`src/rtl/ws2811_frame_controller.sv`:
```
// WS2811 frame sequencer: fetches PIXEL_COUNT 24-bit words and serialises them as NRZ pulses, then latches.
// Optional continuous-repeat mode is enabled by defining WS2811_REPEAT_EN.
module ws2811_frame_controller #(
   parameter int unsigned T0H_CYCLES   = 13,
   parameter int unsigned T1H_CYCLES   = 30,
   parameter int unsigned BIT_CYCLES   = 63,
   parameter int unsigned RESET_CYCLES = 2750,
   parameter int unsigned PIXEL_COUNT  = 8,
   localparam int unsigned AW = (PIXEL_COUNT > 1) ? $clog2(PIXEL_COUNT) : 1
) (
   input  logic          clkIN,
   input  logic          nResetIN,
   input  logic          startIN,
   output logic          pixelReqOUT,
   output logic [AW-1:0] pixelAddrOUT,
   input  logic [23:0]   pixelDataIN,
   input  logic          pixelValidIN,
   output logic          doutOUT,
   output logic          busyOUT,
   output logic          doneOUT
);

   localparam int unsigned CW = $clog2(BIT_CYCLES);
   localparam int unsigned LW = (RESET_CYCLES > 1) ? $clog2(RESET_CYCLES) : 1;
   localparam logic [AW-1:0] LAST_ADDR = AW'(PIXEL_COUNT - 1);

   if (!(T0H_CYCLES > 0 && T0H_CYCLES < T1H_CYCLES && T1H_CYCLES < BIT_CYCLES &&
         RESET_CYCLES >= 1 && PIXEL_COUNT >= 1)) begin : g_param_check
      $error("ws2811_frame_controller: illegal timing parameters");
   end

   typedef enum logic [1:0] {
      ST_IDLE  = 2'd0,
      ST_FETCH = 2'd1,
      ST_SEND  = 2'd2,
      ST_LATCH = 2'd3
   } state_e;

   state_e        state_q, state_d;
   logic [23:0]   sreg_q, sreg_d;
   logic [4:0]    bit_idx_q, bit_idx_d;
   logic [CW-1:0] cnt_q, cnt_d;
   logic [LW-1:0] latch_q, latch_d;
   logic [AW-1:0] addr_q, addr_d;
   logic          req_q, req_d;
   logic          dout_q, dout_d;
   logic          busy_q, busy_d;
   logic          done_q, done_d;

   logic          bit_end_s, last_bit_s, last_pix_s, latch_end_s;
   logic [CW-1:0] cnt_inc_s, th_s;

   assign bit_end_s   = (cnt_q == CW'(BIT_CYCLES - 1));
   assign last_bit_s  = (bit_idx_q == 5'd23);
   assign last_pix_s  = (addr_q == LAST_ADDR);
   assign latch_end_s = (latch_q == LW'(RESET_CYCLES - 1));
   assign cnt_inc_s   = cnt_q + CW'(1);
   assign th_s        = sreg_q[23] ? CW'(T1H_CYCLES) : CW'(T0H_CYCLES);

   always_ff @(posedge clkIN or negedge nResetIN) begin
      if (!nResetIN) begin
         state_q <= ST_IDLE;
      end else begin
         state_q <= state_d;
      end
   end

   always_ff @(posedge clkIN or negedge nResetIN) begin
      if (!nResetIN) begin
         sreg_q    <= 24'd0;
         bit_idx_q <= 5'd0;
         cnt_q     <= '0;
         latch_q   <= '0;
         addr_q    <= '0;
         req_q     <= 1'b0;
         dout_q    <= 1'b0;
         busy_q    <= 1'b0;
         done_q    <= 1'b0;
      end else begin
         sreg_q    <= sreg_d;
         bit_idx_q <= bit_idx_d;
         cnt_q     <= cnt_d;
         latch_q   <= latch_d;
         addr_q    <= addr_d;
         req_q     <= req_d;
         dout_q    <= dout_d;
         busy_q    <= busy_d;
         done_q    <= done_d;
      end
   end

   always_comb begin
      state_d = state_q;
      case (state_q)
         ST_IDLE: begin
            if (startIN) state_d = ST_FETCH;
            else         state_d = ST_IDLE;
         end
         ST_FETCH: begin
            if (pixelValidIN) state_d = ST_SEND;
            else              state_d = ST_FETCH;
         end
         ST_SEND: begin
            if (bit_end_s && last_bit_s) state_d = last_pix_s ? ST_LATCH : ST_FETCH;
            else                         state_d = ST_SEND;
         end
         ST_LATCH: begin
            if (latch_end_s) begin
`ifdef WS2811_REPEAT_EN
               state_d = startIN ? ST_FETCH : ST_IDLE;
`else
               state_d = ST_IDLE;
`endif
            end else begin
               state_d = ST_LATCH;
            end
         end
         default: state_d = ST_IDLE;
      endcase
   end

   always_comb begin
      sreg_d    = sreg_q;
      bit_idx_d = bit_idx_q;
      cnt_d     = cnt_q;
      latch_d   = latch_q;
      addr_d    = addr_q;
      req_d     = req_q;
      dout_d    = dout_q;
      busy_d    = busy_q;
      done_d    = 1'b0;
      case (state_q)
         ST_IDLE: begin
            if (startIN) begin
               req_d  = 1'b1;
               addr_d = '0;
               busy_d = 1'b1;
            end else begin
               dout_d = 1'b0;
            end
         end
         ST_FETCH: begin
            if (pixelValidIN) begin
               sreg_d    = pixelDataIN;
               req_d     = 1'b0;
               bit_idx_d = 5'd0;
               cnt_d     = '0;
               dout_d    = 1'b1;
            end else begin
               dout_d = 1'b0;
            end
         end
         ST_SEND: begin
            // dout for the next cycle is decided by the count that cycle will hold
            if (bit_end_s) begin
               cnt_d = '0;
               if (!last_bit_s) begin
                  sreg_d    = sreg_q << 1;
                  bit_idx_d = bit_idx_q + 5'd1;
                  dout_d    = 1'b1;
               end else if (!last_pix_s) begin
                  addr_d = addr_q + AW'(1);
                  req_d  = 1'b1;
                  dout_d = 1'b0;
               end else begin
                  dout_d  = 1'b0;
                  latch_d = '0;
               end
            end else begin
               cnt_d  = cnt_inc_s;
               dout_d = (cnt_inc_s < th_s);
            end
         end
         ST_LATCH: begin
            dout_d = 1'b0;
            if (latch_end_s) begin
               done_d  = 1'b1;
               latch_d = '0;
`ifdef WS2811_REPEAT_EN
               if (startIN) begin
                  addr_d = '0;
                  req_d  = 1'b1;
               end else begin
                  busy_d = 1'b0;
               end
`else
               busy_d = 1'b0;
`endif
            end else begin
               latch_d = latch_q + LW'(1);
            end
         end
         default: begin
            dout_d = 1'b0;
         end
      endcase
   end

   assign pixelReqOUT  = req_q;
   assign pixelAddrOUT = addr_q;
   assign doutOUT      = dout_q;
   assign busyOUT      = busy_q;
   assign doneOUT      = done_q;

endmodule
```
`config.mk`:
```
export PLATFORM = sky130hd
export DESIGN_NAME = ws2811_frame_controller
export DESIGN_NICKNAME = d
export VERILOG_FILES = /design/src/rtl/ws2811_frame_controller.sv
export SDC_FILE = /design/constraint.sdc
export NUM_CORES = 1
export LEC_CHECK = 0
export CORE_MARGIN = 2
export CORE_UTILIZATION = 61
export DETAILED_ROUTE_END_ITERATION = 8
export PLACE_DENSITY_LB_ADDON = 0.2
export SLEW_MARGIN = 40
export SYNTH_ARGS = -nofsm -noshare
export SYNTH_HDL_FRONTEND = slang
export SYNTH_SLANG_ARGS = --single-unit
```
`constraint.sdc`:
```
create_clock -name clkIN -period 5.28 [get_ports clkIN]
set_input_delay 0.528 -clock clkIN [delete_from_list [all_inputs] [get_ports clkIN]]
set_output_delay 0.528 -clock clkIN [all_outputs]
set_load 0.01 [all_outputs]
```
* Yosys cells after proc, flatten, opt, wreduce, memory -nomap -nowiden
Index checks and enable logic that the tools add are counted.
Storage, ports and cells: register bits after elaboration 56, bits of input ports 28, output and inout port bits 7
Operators by class: mux-type cells 43, magnitude comparators 1, reduce and logical (&&, ||, !) cells 13, $add $sub $neg 4, eq/ne operators 16
Operator list (number):
- $mux 24 | 3
- $mux 12 | 4
- $pmux 24 s2 | 1
- $pmux 12 s2 | 1
- $mux 5 | 4
- $ne 2x2->1 const B | 9
- $mux 1 | 13
- $add 12x1->12 const B | 1
- $eq 12x12->1 const B | 1
- $mux 3 | 4
- $mux 6 | 2
- $pmux 6 s2 | 1
- $pmux 5 s2 | 1
- $mux 2 | 4
- $pmux 2 s4 | 1
- $reduce_and 4->1 | 2
- $reduce_bool 2->1 | 4
- $add 6x1->6 const B | 1
- $eq 6x6->1 const B | 1
- $lt 6x5->1 | 1
- $pmux 3 s2 | 1
- $reduce_and 6->1 | 1
- $add 5x1->5 const B | 1
- $eq 5x5->1 const B | 1
- other kinds (13) | 14

* Longest topological paths before layout
word-level depth 5, gate-level depth with buffers 9, gate-level depth less buffers 8

* Worst setup path before layout
OpenSTA, ideal clock, no wires.
kind register to register, from register bit_idx_q[0], to register bit_idx_q[2], stages on the path, launching flop included 9, library setup time 0.120 ns, path slack 3.326 ns, data required time 5.160 ns, clock period less this slack 1.954 ns, buffers on the path 2, data arrival time 1.835 ns, path through dfrtp_1 ha_1 nand4b_1 or3b_1 buf_2 a21oi_4 buf_6 a21oi_1 a31o_1
On the way: cells in the longest elaborated chain, start to end 4, elaborated cells on any way between the ends 7
RTL lines:
- start: declaration | RTL line 41 | logic [4:0] bit_idx_q, bit_idx_d;
- start signal: assignment | RTL line 81 | bit_idx_q <= bit_idx_d;
- $add 5x1->5 | RTL line 159 | bit_idx_d = bit_idx_q + 5'd1;
- $mux 5 | RTL line 157 | if (!last_bit_s) begin
- $mux 5 | RTL line 155 | if (bit_end_s) begin
- $pmux 5 s2 | RTL line 132 | case (state_q)
Parallel ways exist; a longest one is shown, timed or not. The select of a mux whose other input is x is not followed. A chain may end at the register's enable or synchronous reset.

* Worst setup path in the final report
from register state_q[0], to register bit_idx_q[2]
On the way: cells in the longest elaborated chain, start to end 3, elaborated cells on any way between the ends 8
RTL lines:
- start: declaration | RTL line 39 | state_e state_q, state_d;
- start signal: assignment | RTL line 64 | state_q <= state_d;
- $eq 2x2->1 / $eq 2x1->1 (equally long branches) | RTL line 132
- $ne 2x2->1 (no line) / $reduce_bool 2->1 (equally long branches)
- $reduce_and 4->1 (no line)
Parallel ways exist; a longest one is shown, timed or not.

==> key figures <==
Status
  • Run status: completed

Critical path
  • Critical path class: register to register
  • Crit-path slowest cell: a21oi_4
  • Buf/Inv on CP: 3
  • R2R depth: 8
  • CP startpoint kind: register
  • CP cell instances: inv_1 > ha_2 > buf_4 > o21ai_1 > a21oi_4 > buf_8 > a21oi_1 > a31o_1
  • Required time worst endpoint: 5.48 ns
  • Crit path max-delay family: compound AO/OA/AOI/OAI gates
  • CP Max Fanout: 46
  • Crit path DAT: 2.96 ns
  • Cell count along the critical path: 8
  • Worst R2R Setup Slack: 2.52 ns
  • Slowest stage delay, CP: 0.52 ns
  • Crit path capture type: register

Logic synthesis
  • Netlist Area Pre-Place: 0.00312 mm2
  • Ys async rst share: 1.00
  • Register area share after synthesis: 0.449
  • YS warnings: 0
  • Library cells used by synthesis: 44
  • Net Count, Synth: 380
  • Number of synthesized flops with an enable pin: 0
  • Syn avg cell area: 9.23 um2
  • Yosys reg bits: 56
  • Prevailing post-synth register cell: dfrtp_1
  • Cells after synthesis: 338

CTS
  • CTS tree: yes
  • Clk_lat worst skew: 0.30 ns
  • Cts bufs inserted: 5
  • Hold-fix buffers, CTS: 0
  • CTS root buffer: clkbuf_8
  • CTS H-tree lvls: 2
  • Clock-pin slew on the worst setup and hold paths: 0.09 ns
  • Post_cts resized: 0
  • # Post-CTS Setup Buffers: 0
  • Max Root-Sink Buffers: 2
  • Sink Count: 56

Route
  • DRT antenna net count: 0
  • DRC violations left: 0
  • Vias: 2,487
  • Via density: 5.68
  • Initial drt markers: 131
  • Avg WL per Cell: 13.4 um
  • Final wirelength: 5850 um
  • DR pass1 iterations: 4

Placement
  • Placed cells: 431
  • Global placement routability congestion: 0.867
  • HPWL Detailed: 4030 um
  • I/O Buffers: 34

Timing
  • Final setup fails: 0
  • Fmax: 362 MHz
  • Final Hold Viols: 0
  • RSZ-0062 raised after global routing: no
  • Slew of the pin with the lowest slew margin: 0.740 ns
  • Slew headroom: 0.503
  • Min cycle time layout: 2.76 ns
  • Final Cycle Share: 0.523
  • Setup TNS: 0 ns
  • Slew Limit Fails: 0
  • Worst Skew: 0.00431 ns

Layout
  • Fraction of layout cells with a size suffix above 1: 0.0543
  • Fin cells: 438
  • Area grow syn2layout: 15.4%
  • Nets: 410
  • Total inserted antenna cells: 0
  • Fill count: 392

Floorplanning
  • Total core area: 0.00501 mm2
  • Ports: 35
  • Std cell rows: 26
  • Die area: 0.00570 mm2
  • Starting Density: 0.623
  • Die W: 75.5 um
  • Die Ht: 75.5 um

GRT
  • Largest net degree at the start of global routing: 57
  • Vias in the first global route: 2,279
  • First-pass GRT wire length: 9840 um
  • GR Util All Layers: 0.223
  • Initial antenna violation count: 0
  • GRT Residual Overflow: 0

Power
  • PwrDens: 197 mW/mm2
  • Peak VDD IR: 0.140 mV
  • Tot Pwr: 0.709 mW
  • LEAKAGE: 1.47 nW

Job
  • Max-capacitance violation count: 0

Min path
  • Worst hold path type: input port to async pin
-- layout make-up --
cell class,count,area [um2],area share
Tap cell,70,87.6,0.0243
Sequential cell,56,1400,0.389
Timing Repair Buffer,39,380,0.106
Clock buffer,7,96.3,0.0268
Inverter,11,41.3,0.0115
Multi-Input combinational cell,255,1590,0.442
-- path summary, 6_finish.rpt --
path	start	end
hold reg to reg	latch_q[11]	latch_q[11]
setup / recovery	state_q[0]	bit_idx_q[2]
max in group asynchronous	nResetIN	sreg_q[11]
setup reg to reg	state_q[0]	bit_idx_q[2]
hold / removal	nResetIN	pixelAddrOUT[1]
min in group clkIN	latch_q[11]	latch_q[11]
-- cell usage in the layout, fill, tap and decap left out, types with 2 or more instances in the layout --
| master | count |
|---|---|
| dfrtp_1 | 56 |
| nor2_1 | 51 |
| clkdlybuf4s50_1 | 33 |
| a21oi_1 | 29 |
| o21ai_0 | 29 |
| mux2i_1 | 25 |
| nand2_1 | 23 |
| nand3_1 | 19 |
| ha_1 | 13 |
| inv_1 | 11 |
| o31ai_1 | 8 |
| nand2b_1 | 7 |
| clkbuf_8 | 7 |
| a31oi_1 | 5 |
| nor3_1 | 4 |
| and3_1 | 4 |
| buf_4 | 4 |
| xnor2_1 | 3 |
| nor2b_1 | 3 |
| nand4b_1 | 2 |
| nand4_1 | 2 |
| nor4_1 | 2 |
| and2_1 | 2 |
| o211ai_1 | 2 |
| a221o_1 | 2 |
| a41oi_1 | 2 |
-- logic make-up (layout without fill, tap and decap cells) --
logic type	count (synthesis)	in the layout	share of synthesized area
fa+ha+maj	14	14	0.0562
mux	26	26	0.0838
simple gates	126	126	0.193
flops	56	56	0.449
buf+inv	27	57	0.0409
xor+xnor	3	3	0.00843
compound gates	86	86	0.169
-- stage by stage --
stage               cell area (um2)  hold slack [ns]  setup slack (ns)  utilization
CTS                            3600            0.372              2.52        0.719
finish                         3600            0.336              2.52        0.719
global route                   3600            0.433              2.29        0.719
detailed placement             3500            0.468              2.44        0.699
global placement               3490            0.465              2.31        0.696
floorplan                      3120            0.232              3.33            -
-- per-layer routing --
metal | GRT usage | up-vias | wire [um]
met5 | 0 | - | 0
met4 | 0.0624 | 0 | 59
met3 | 0.0476 | 6 | 211
met2 | 0.361 | 42 | 2760
met1 | 0.306 | 1179 | 2830
li1 | - | 1260 | -
-- where the power goes --
group / internal (mW) / switching [mW] / leakage, nW
combinational: 0.0204 / 0.0146 / 0.682
sequential: 0.428 / 0 / 0.742
clock: 0.117 / 0.129 / 0.0503
total: 0.566 / 0.143 / 1.47
-- sequential cells by signal, indices dropped and copies added, names as in the netlist --
signal / count
busyOUT: 1
latch_q: 12
state_q: 2
pixelReqOUT: 1
pixelAddrOUT: 3
doutOUT: 1
sreg_q: 24
doneOUT: 1
bit_idx_q: 5
cnt_q: 6
-- cells in the mapped netlist (2+ instances only) --
cell type,n,area (um2)
a21oi_1,29,145
a221o_1,2,20.0
a31oi_1,5,31.3
a41oi_1,2,17.5
and2_1,2,12.5
and3_1,4,25.0
buf_2,6,30.0
buf_4,3,22.5
clkbuf_1,6,22.5
dfrtp_1,56,1400
ha_1,14,175
inv_1,11,41.3
mux2i_1,25,250
nand2_1,23,86.3
nand2b_1,7,43.8
nand3_1,19,95.1
nand4_1,2,12.5
nand4b_1,2,17.5
nor2_1,51,191
nor2b_1,3,18.8
nor3_1,4,20.0
nor4_1,2,12.5
o211ai_1,2,15.0
o21ai_0,29,145
o31ai_1,8,60.1
xnor2_1,3,26.3
Power figures use the tool's default switching activity.
